<file path="src/rtl/bus_arbiter.sv">
// Round-robin multi-master front end for the system bus.
// Forwards one transaction at a time to addr_decoder and guards it with a watchdog.
module bus_arbiter #(
  parameter int unsigned NUM_MASTERS    = 2,
  parameter int unsigned ADDR_WIDTH     = 14,
  parameter int unsigned DATA_WIDTH     = 8,
  parameter int unsigned TIMEOUT_CYCLES = 16
) (
  input  logic                                    clk_i,
  input  logic                                    rst_i,
  input  logic [NUM_MASTERS-1:0]                  m_valid_i,
  input  logic [NUM_MASTERS-1:0][ADDR_WIDTH-1:0]  m_addr_i,
  input  logic [NUM_MASTERS-1:0][DATA_WIDTH-1:0]  m_wdata_i,
  input  logic [NUM_MASTERS-1:0]                  m_we_i,
  output logic [NUM_MASTERS-1:0]                  m_ready_o,
  output logic [NUM_MASTERS-1:0][DATA_WIDTH-1:0]  m_rdata_o,
  output logic [NUM_MASTERS-1:0]                  m_err_o,
  output logic                                    valid_o,
  output logic [ADDR_WIDTH-1:0]                   addr_o,
  output logic [DATA_WIDTH-1:0]                   wdata_o,
  output logic                                    we_o,
  input  logic                                    ready_i,
  input  logic [DATA_WIDTH-1:0]                   rdata_i,
  input  logic                                    err_i,
  output logic [NUM_MASTERS-1:0]                  grant_o,
  output logic                                    timeout_o
);

  localparam int unsigned IDX_W  = (NUM_MASTERS > 1) ? $clog2(NUM_MASTERS) : 1;
  localparam int unsigned WD_W   = (TIMEOUT_CYCLES > 0) ? $clog2(TIMEOUT_CYCLES + 1) : 1;
  localparam int unsigned WD_LIM = (TIMEOUT_CYCLES > 0) ? TIMEOUT_CYCLES - 1 : 0;
  localparam logic        WD_EN  = (TIMEOUT_CYCLES != 0);
  localparam logic [IDX_W-1:0] LAST_IDX = IDX_W'(NUM_MASTERS - 1);
  localparam logic [WD_W-1:0]  WD_MAX   = '1;

  typedef enum logic {S_IDLE, S_BUSY} state_e;

  state_e                 state_q, state_d;
  logic [NUM_MASTERS-1:0] grant_q, grant_d;
  logic [IDX_W-1:0]       gidx_q, gidx_d;
  logic [IDX_W-1:0]       rr_ptr_q, rr_ptr_d;
  logic [WD_W-1:0]        wd_cnt_q, wd_cnt_d;
  logic [IDX_W-1:0]       pick_idx, scan_idx;
  logic                   pick_found;
  logic                   busy, g_valid, wd_fire;

  assign grant_o = grant_q;

  // First requester at or after rr_ptr, wrapping past the last master.
  always_comb begin
    pick_found = 1'b0;
    pick_idx   = rr_ptr_q;
    scan_idx   = rr_ptr_q;
    for (int unsigned i = 0; i < NUM_MASTERS; i++) begin
      if (!pick_found && m_valid_i[scan_idx]) begin
        pick_found = 1'b1;
        pick_idx   = scan_idx;
      end
      scan_idx = (scan_idx == LAST_IDX) ? '0 : scan_idx + IDX_W'(1);
    end
  end

  always_comb begin
    state_d   = state_q;
    grant_d   = grant_q;
    gidx_d    = gidx_q;
    rr_ptr_d  = rr_ptr_q;
    wd_cnt_d  = wd_cnt_q;
    valid_o   = 1'b0;
    addr_o    = '0;
    wdata_o   = '0;
    we_o      = 1'b0;
    m_ready_o = '0;
    m_rdata_o = '0;
    m_err_o   = '0;
    timeout_o = 1'b0;

    busy    = (state_q == S_BUSY);
    g_valid = m_valid_i[gidx_q];
    // A real response or an abort both take precedence over the watchdog.
    wd_fire = WD_EN && busy && g_valid && !ready_i && (wd_cnt_q == WD_W'(WD_LIM));

    if (busy) begin
      valid_o = g_valid && !wd_fire;
      addr_o  = m_addr_i[gidx_q];
      wdata_o = m_wdata_i[gidx_q];
      we_o    = m_we_i[gidx_q];
      if (ready_i) begin
        m_ready_o[gidx_q] = 1'b1;
        m_rdata_o[gidx_q] = rdata_i;
        m_err_o[gidx_q]   = err_i;
      end else if (wd_fire) begin
        m_ready_o[gidx_q] = 1'b1;
        m_err_o[gidx_q]   = 1'b1;
        timeout_o         = 1'b1;
      end
    end

    case (state_q)
      S_IDLE: begin
        if (pick_found) begin
          state_d  = S_BUSY;
          gidx_d   = pick_idx;
          grant_d  = NUM_MASTERS'(1) << pick_idx;
          wd_cnt_d = '0;
        end
      end
      S_BUSY: begin
        if (!ready_i && (wd_cnt_q != WD_MAX)) begin
          wd_cnt_d = wd_cnt_q + WD_W'(1);
        end
        if (ready_i || wd_fire) begin
          state_d  = S_IDLE;
          grant_d  = '0;
          rr_ptr_d = (gidx_q == LAST_IDX) ? '0 : gidx_q + IDX_W'(1);
        end else if (!g_valid) begin
          state_d = S_IDLE;
          grant_d = '0;
        end
      end
      default: state_d = S_IDLE;
    endcase
  end

  always_ff @(posedge clk_i or posedge rst_i) begin
    if (rst_i) begin
      state_q  <= S_IDLE;
      grant_q  <= '0;
      gidx_q   <= '0;
      rr_ptr_q <= '0;
      wd_cnt_q <= '0;
    end else begin
      state_q  <= state_d;
      grant_q  <= grant_d;
      gidx_q   <= gidx_d;
      rr_ptr_q <= rr_ptr_d;
      wd_cnt_q <= wd_cnt_d;
    end
  end

endmodule

</file>
<file path="config.mk">
export PLATFORM = sky130hd
export DESIGN_NAME = bus_arbiter
export DESIGN_NICKNAME = d
export VERILOG_FILES = /design/src/rtl/bus_arbiter.sv
export SDC_FILE = /design/constraint.sdc
export NUM_CORES = 1
export LEC_CHECK = 0
export ABC_AREA = 1
export CAP_MARGIN = 30
export CELL_PAD_IN_SITES_DETAIL_PLACEMENT = 0
export CELL_PAD_IN_SITES_GLOBAL_PLACEMENT = 1
export CORE_ASPECT_RATIO = 0.5
export CORE_MARGIN = 8
export CORE_UTILIZATION = 17
export DETAILED_ROUTE_END_ITERATION = 12
export GPL_TIMING_DRIVEN = 0
export PLACE_DENSITY = 0.82
export SYNTH_ARGS = -nofsm -noshare
export SYNTH_HDL_FRONTEND = slang
export SYNTH_SLANG_ARGS = --single-unit
</file>
<file path="constraint.sdc">
create_clock -name clk_i -period 1.97 [get_ports clk_i]
set_input_delay 0.197 -clock clk_i [delete_from_list [all_inputs] [get_ports clk_i]]
set_output_delay 0.197 -clock clk_i [all_outputs]
set_load 0.05 [all_outputs]
</file>
Word level (Yosys, flattened, before mapping)
Index checks and enable logic that the tools add are counted.
{"block": "classes", "addsub": 3, "magnitude_cmp": 4, "n_eq_ne": 5, "shift": 1, "mux": 46, "n_bitwise": 3, "reduce_logical": 15}
{"op": "2-to-1 mux 14 bit", "count": 3}
{"op": "2-to-1 mux 16 bit", "count": 2}
{"op": "2-to-1 mux 8 bit", "count": 4}
{"op": "2-to-1 mux 1 bit", "count": 22}
{"op": "bitwise AND 16 bit", "count": 1}
{"op": "2-to-1 mux 2 bit", "count": 8}
{"op": "2-to-1 mux 5 bit", "count": 2}
{"op": "one-hot mux 5 bit (2 select lines)", "count": 1}
{"op": "demux 8 bit (select 1 bit)", "count": 1}
{"op": "AND reduction 2 bit", "count": 4}
{"op": "logical AND 1 bit", "count": 7}
{"op": "less-than comparator 1 x 2 -> 1 bit, second input constant", "count": 3}
{"op": "adder 5 x 1 -> 5 bit, second input constant", "count": 1}
{"op": "== test 5 x 4 -> 1 bit, second input constant", "count": 1}
{"op": "inequality test 5 bit, second input constant", "count": 1}
{"op": "one-hot mux 2 bit (2 select lines)", "count": 1}
{"op": "zero test 1 bit", "count": 3}
{"op": "inequality test 3 x 2 -> 1 bit, second input constant", "count": 1}
{"op": "adder 1 bit, second input constant", "count": 2}
{"op": "bitwise AND 2 bit", "count": 1}
{"op": "inequality test 2 x 1 -> 1 bit, second input constant", "count": 1}
{"op": "inequality test 2 bit, second input constant", "count": 1}
{"op": "one-hot mux 1 bit (2 select lines)", "count": 1}
{"op": "left shift 1 x 1 -> 2 bit, first input constant", "count": 1}
{"op": "4 further kinds", "count": 4}
{"block": "word_totals", "regBits": 10, "in_bits": 60, "out_inout_bits": 47, "elab_cells": 82}

Longest topological paths before layout
{"block": "logic_depth", "depth_word": 9, "mapped_depth": 11, "depth_no_buf": 11}

Least setup slack after synthesis
Ideal clock, no wire load.
{"block": "synth_path", "kind": "flip-flop to output port", "from": "register wd_cnt_q[0]", "to": "output port m_err_o[1]", "arrival_ps": 1982, "required_time_ps": 1773, "slack_ps": -209, "path_stages_with_launch": 11, "path_buffers": 0, "cell_sequence": "dfrtp_1 -> ha_1 -> inv_1 -> nor3_1 -> ha_1 -> inv_1 -> nor2_1 -> nand3_2 -> nand2_2 -> nand3_1 -> nor2_1"}
{"block": "synth_via", "elab_chain_cells": 5}
{"item": "from (decl)", "line": "42", "rtl": "logic [WD_W-1:0] wd_cnt_q, wd_cnt_d;"}
{"item": "from (signal assigned)", "line": "137", "rtl": "wd_cnt_q <= wd_cnt_d;"}
{"item": "== test 5 x 4 -> 1 bit", "line": "81", "rtl": "wd_fire = WD_EN && busy && g_valid && !ready_i && (wd_cnt_q == WD_W'(WD_LIM));"}
{"item": "logical AND 1 bit", "line": "81"}
{"item": "2-to-1 mux 2 bit", "line": "92", "rtl": "end else if (wd_fire) begin"}
{"item": "2-to-1 mux 2 bit", "line": "88", "rtl": "if (ready_i) begin"}
{"item": "2-to-1 mux 2 bit", "line": "83", "rtl": "if (busy) begin"}
{"item": "to (decl)", "line": "17", "rtl": "output logic [NUM_MASTERS-1:0] m_err_o,"}
Every way passes these cells.

Worst setup path after layout
{"block": "layout_path", "from": "register wd_cnt_q[0]", "to": "output port m_err_o[0]"}
Same word-level chain as after synthesis.

==> flow_summary.rst <==
.. list-table::
   :header-rows: 1

   * - Metric
     - Value
   * - Status
     - complete, but fails checks
   * - Violations in the final reports
     - negative setup slack
   * - Peak VDD IR
     - ~0.35 mV
   * - Initial DRC Count
     - 39
   * - Clk_lat worst skew
     - about 230 ps
   * - Part of the Yosys area used for sequential elements
     - 0.238
   * - Growth of design area from synthesis to finish
     - 116%
   * - P_leak
     - between 1 and 1.5 nW
   * - Nets
     - 360
   * - Maximum clock frequency
     - about 470 MHz
   * - Number of cells in the finished layout apart from fillers
     - 383
   * - Width of the die
     - ~130 um
   * - RePlAce Congestion
     - between 0.7 and 0.8
   * - Type of the worst setup path
     - reg -> out
   * - Average instance area after synthesis
     - 5.77 um^2
   * - Max H-tree Level
     - 1
   * - Placement Rows
     - 20
   * - Total Routed Length
     - ~5000 um
   * - Count of fill cells added during filler insertion
     - about 640
   * - Vias per cell
     - between 3 and 4
   * - Switching component of the power
     - about 1.9 mW
   * - Iteration count of the initial detailed-routing pass
     - 4
   * - Endpoint arrival time on the critical path
     - a little under 2000 ps
   * - Reg power frac
     - 0.106
   * - Startpoint type of the worst setup path
     - flop
   * - Setup TNS
     - -509 ps
   * - Final critical path time including I/O delays and setup
     - 2140 ps
   * - Via count of the routed design
     - about 1500
   * - Layout cell share with drive strength beyond 1
     - 0.261
   * - Clk network pwr share
     - 0.114
   * - Area of the mapped netlist
     - around 1100 um^2
   * - Area of the core
     - about 6000 um^2
   * - Post-synthesis instance total
     - 182
   * - Number of nets produced by synthesis
     - 245
   * - Number of buffers on the longest clock path
     - 2
   * - Crit. End Element
     - primary output
   * - Register bit count reported by yosys
     - 10
   * - Post-Route Skew
     - roughly 2.2 ps
   * - CTS buffer count
     - 3
   * - Setup ws final
     - -166 ps
   * - Estimated wirelength of the detail-placed design
     - about 4200 um
   * - Transition time at the pin with the least slew margin
     - 500 ps
   * - Number of placed instances, taps included
     - ~380
   * - Total GRT Usage
     - 0.104
   * - Number of top-level pins
     - 107
   * - Detail Route Antenna Nets
     - 0
   * - Root Buffer
     - sky130_fd_sc_hd__clkbuf_16
   * - Maximum capacitance violations
     - 0
   * - Wire per inst
     - roughly 13 um
   * - Cell internal pwr
     - roughly 1.2 mW
   * - Synthesis warning total
     - 0
   * - Setup violators final
     - 4
   * - Post-route worst hold slack
     - between 200 and 250 ps
   * - Vias in the first global route
     - approximately 1600
   * - DRC violations left
     - 0
   * - Highest fanout seen on the critical path
     - 3
   * - Cts hold-fix bufs
     - 0
   * - Remaining global-route overflow
     - 0
   * - Path category of the worst min-delay check
     - in -> async
   * - Final count of pins violating max slew
     - 0
   * - Wire length of the first global-routing pass
     - between 7000 and 8000 um
   * - Clock transition at path regs
     - approximately 40 ps
   * - Vertical die dimension
     - a little over 70 um
   * - Pin count of the biggest net entering global routing
     - 11
   * - Port Buffers
     - 106
   * - Switching part of the total power
     - 0.606
   * - Diodes inserted
     - 0
   * - TritonCTS clock tree
     - done
   * - Unrepaired setup endpoints after global routing
     - yes
   * - Pwr dens
     - between 1000 and 1500 nW/um^2
   * - Number of distinct library cell variants in the gate-level netlist after synthesis
     - 20
   * - Hold Fails Final Rpt
     - 0
   * - Part of the total power dissipated in combinational logic
     - 0.780
   * - Antenna violations before repair
     - 0
   * - Remaining max-slew budget at the tightest pin
     - 0.666
   * - Clock Sinks
     - 10
   * - Die area
     - just over 9000 um^2
   * - Post-route fraction of the period consumed by the critical path
     - 1.08
   * - Starting density of the core
     - 0.174
   * - Crit path required time
     - between 1500 and 2000 ps
-- metal layers --
| layer | routed length, um | GRT usage |
|---|---|---|
| met1 | 1940 | 0.101 |
| met2 | 2970 | 0.227 |
| met3 | 97 | 0.0192 |
| met4 | 23 | 0.0131 |
| met5 | 0 | 0 |
-- registers in the layout, indices dropped and copies added (netlist names) --
register	cells
busy	1
gidx_q	1
grant_o	2
rr_ptr_q	1
wd_cnt_q	5
-- layout make-up --
class / instances / area, um^2 / share of cell area
plain buffers: 10 / 66.3 / 0.0292
clock buffers: 3 / 75.1 / 0.0330
inverters: 22 / 87.6 / 0.0385
multi-input cells: 140 / 693 / 0.305
flip-flops and latches: 10 / 250 / 0.110
well taps: 88 / 110 / 0.0484
repair buffers: 110 / 992 / 0.436
-- cells by family after synthesis --
| group | count (synthesis) | synth area share |
|---|---|---|
| buf+inv | 32 | 0.146 |
| fa+ha+maj | 3 | 0.0357 |
| compound gates | 29 | 0.145 |
| simple gates | 108 | 0.435 |
| flops | 10 | 0.238 |
-- repair_timing --
action,in CTS,in global routing
endpoints found under the setup margin,45,38
pin swaps,0,7
endpoints found under the hold margin,0,0
gates resized for setup,122,67
setup buffers,0,4
-- cell usage in the layout (no fill, tap or decap) --
master                            netlist  final
sky130_fd_sc_hd__nand2_1               23     23
sky130_fd_sc_hd__ha_1                   3      1
sky130_fd_sc_hd__inv_2                  1      4
sky130_fd_sc_hd__nand3_2                2      2
sky130_fd_sc_hd__nor3_4                 0      1
sky130_fd_sc_hd__o211ai_1               1      1
sky130_fd_sc_hd__buf_8                  0      1
sky130_fd_sc_hd__inv_1                 20     17
sky130_fd_sc_hd__buf_1                  0      1
sky130_fd_sc_hd__nor3_1                19     18
sky130_fd_sc_hd__o22ai_1                1      1
sky130_fd_sc_hd__buf_6                  3      7
sky130_fd_sc_hd__clkdlybuf4s50_1        0     61
sky130_fd_sc_hd__clkdlybuf4s18_2        0      2
sky130_fd_sc_hd__ha_2                   0      2
sky130_fd_sc_hd__o21ai_0               26     26
sky130_fd_sc_hd__clkbuf_2               1     25
sky130_fd_sc_hd__nor2_4                 0      1
sky130_fd_sc_hd__nor2_2                 0      2
sky130_fd_sc_hd__nor2_1                55     52
sky130_fd_sc_hd__o21ai_2                1      1
sky130_fd_sc_hd__nand4_1                1      1
sky130_fd_sc_hd__nand2_4                0      1
sky130_fd_sc_hd__buf_4                  0      4
sky130_fd_sc_hd__buf_2                  4      5
sky130_fd_sc_hd__clkinv_4               1      1
sky130_fd_sc_hd__clkdlybuf4s15_2        0     13
sky130_fd_sc_hd__clkbuf_16              0      3
sky130_fd_sc_hd__dfrtp_1               10     10
sky130_fd_sc_hd__nand3_4                0      1
sky130_fd_sc_hd__nand3_1                6      5
sky130_fd_sc_hd__nand2_2                2      1
sky130_fd_sc_hd__clkbuf_1               2      1
-- worst max-delay path, stage by stage, from the launching register on --
cell,delay (ps)
sky130_fd_sc_hd__dfrtp_1,370
sky130_fd_sc_hd__ha_2,180
sky130_fd_sc_hd__inv_2,50
sky130_fd_sc_hd__nor3_4,170
sky130_fd_sc_hd__ha_2,190
sky130_fd_sc_hd__inv_2,50
sky130_fd_sc_hd__nor2_4,100
sky130_fd_sc_hd__nand3_2,100
sky130_fd_sc_hd__nand2_4,120
sky130_fd_sc_hd__nand3_4,80
sky130_fd_sc_hd__nor2_2,130
sky130_fd_sc_hd__buf_6,170
-- power groups by stage --
stage	Clock [mW]	Sequential [mW]	Combinational (mW)
after floorplan	0	0.366	1.64
after global placement	0	0.326	2.52
after detailed placement	0	0.328	2.53
after global routing	0.373	0.337	2.57
final	0.348	0.326	2.39
after CTS	0.355	0.325	2.42
-- cells in the mapped netlist (all sizes together) --
| cell | number | area, um^2 |
|---|---|---|
| o211ai | 1 | 7.51 |
| nand2 | 25 | 98.8 |
| clkinv | 1 | 8.76 |
| o21ai | 27 | 139 |
| nand4 | 1 | 6.26 |
| dfrtp | 10 | 250 |
| nor3 | 19 | 95.1 |
| nand3 | 8 | 50.1 |
| nor2 | 55 | 206 |
| buf | 7 | 53.8 |
| ha | 3 | 37.5 |
| o22ai | 1 | 6.26 |
| inv | 21 | 78.8 |
| clkbuf | 3 | 12.5 |
-- worst paths after layout --
kind                            slack [ps]  depth (start not counted)          end         from
worst max-delay path                  -170                         11   m_err_o[0]  wd_cnt_q[0]
worst min-delay path                   240                          2   grant_o[1]        rst_i
worst max register to register         240                         10  wd_cnt_q[2]  wd_cnt_q[1]
worst min register to register         480                          2   grant_o[0]   grant_o[0]
max in group asynchronous             1450                          2  wd_cnt_q[4]        rst_i
min in group clk_i                     480                          2   grant_o[0]   grant_o[0]
-- through the flow --
| stage | utilization | area (um^2) | worst slack, ps | total power [mW] |
|---|---|---|---|---|
| CTS | 0.382 | 2310 | -122 | 3.10 |
| finish | 0.377 | 2270 | -166 | 3.07 |
| global route | 0.377 | 2270 | -274 | 3.28 |
| global placement | 0.369 | 2230 | -647 | 2.85 |
| detailed placement | 0.369 | 2230 | -674 | 2.86 |
| floorplan | - | 1060 | -44.2 | 2.00 |
Power figures use the tool's default switching activity.
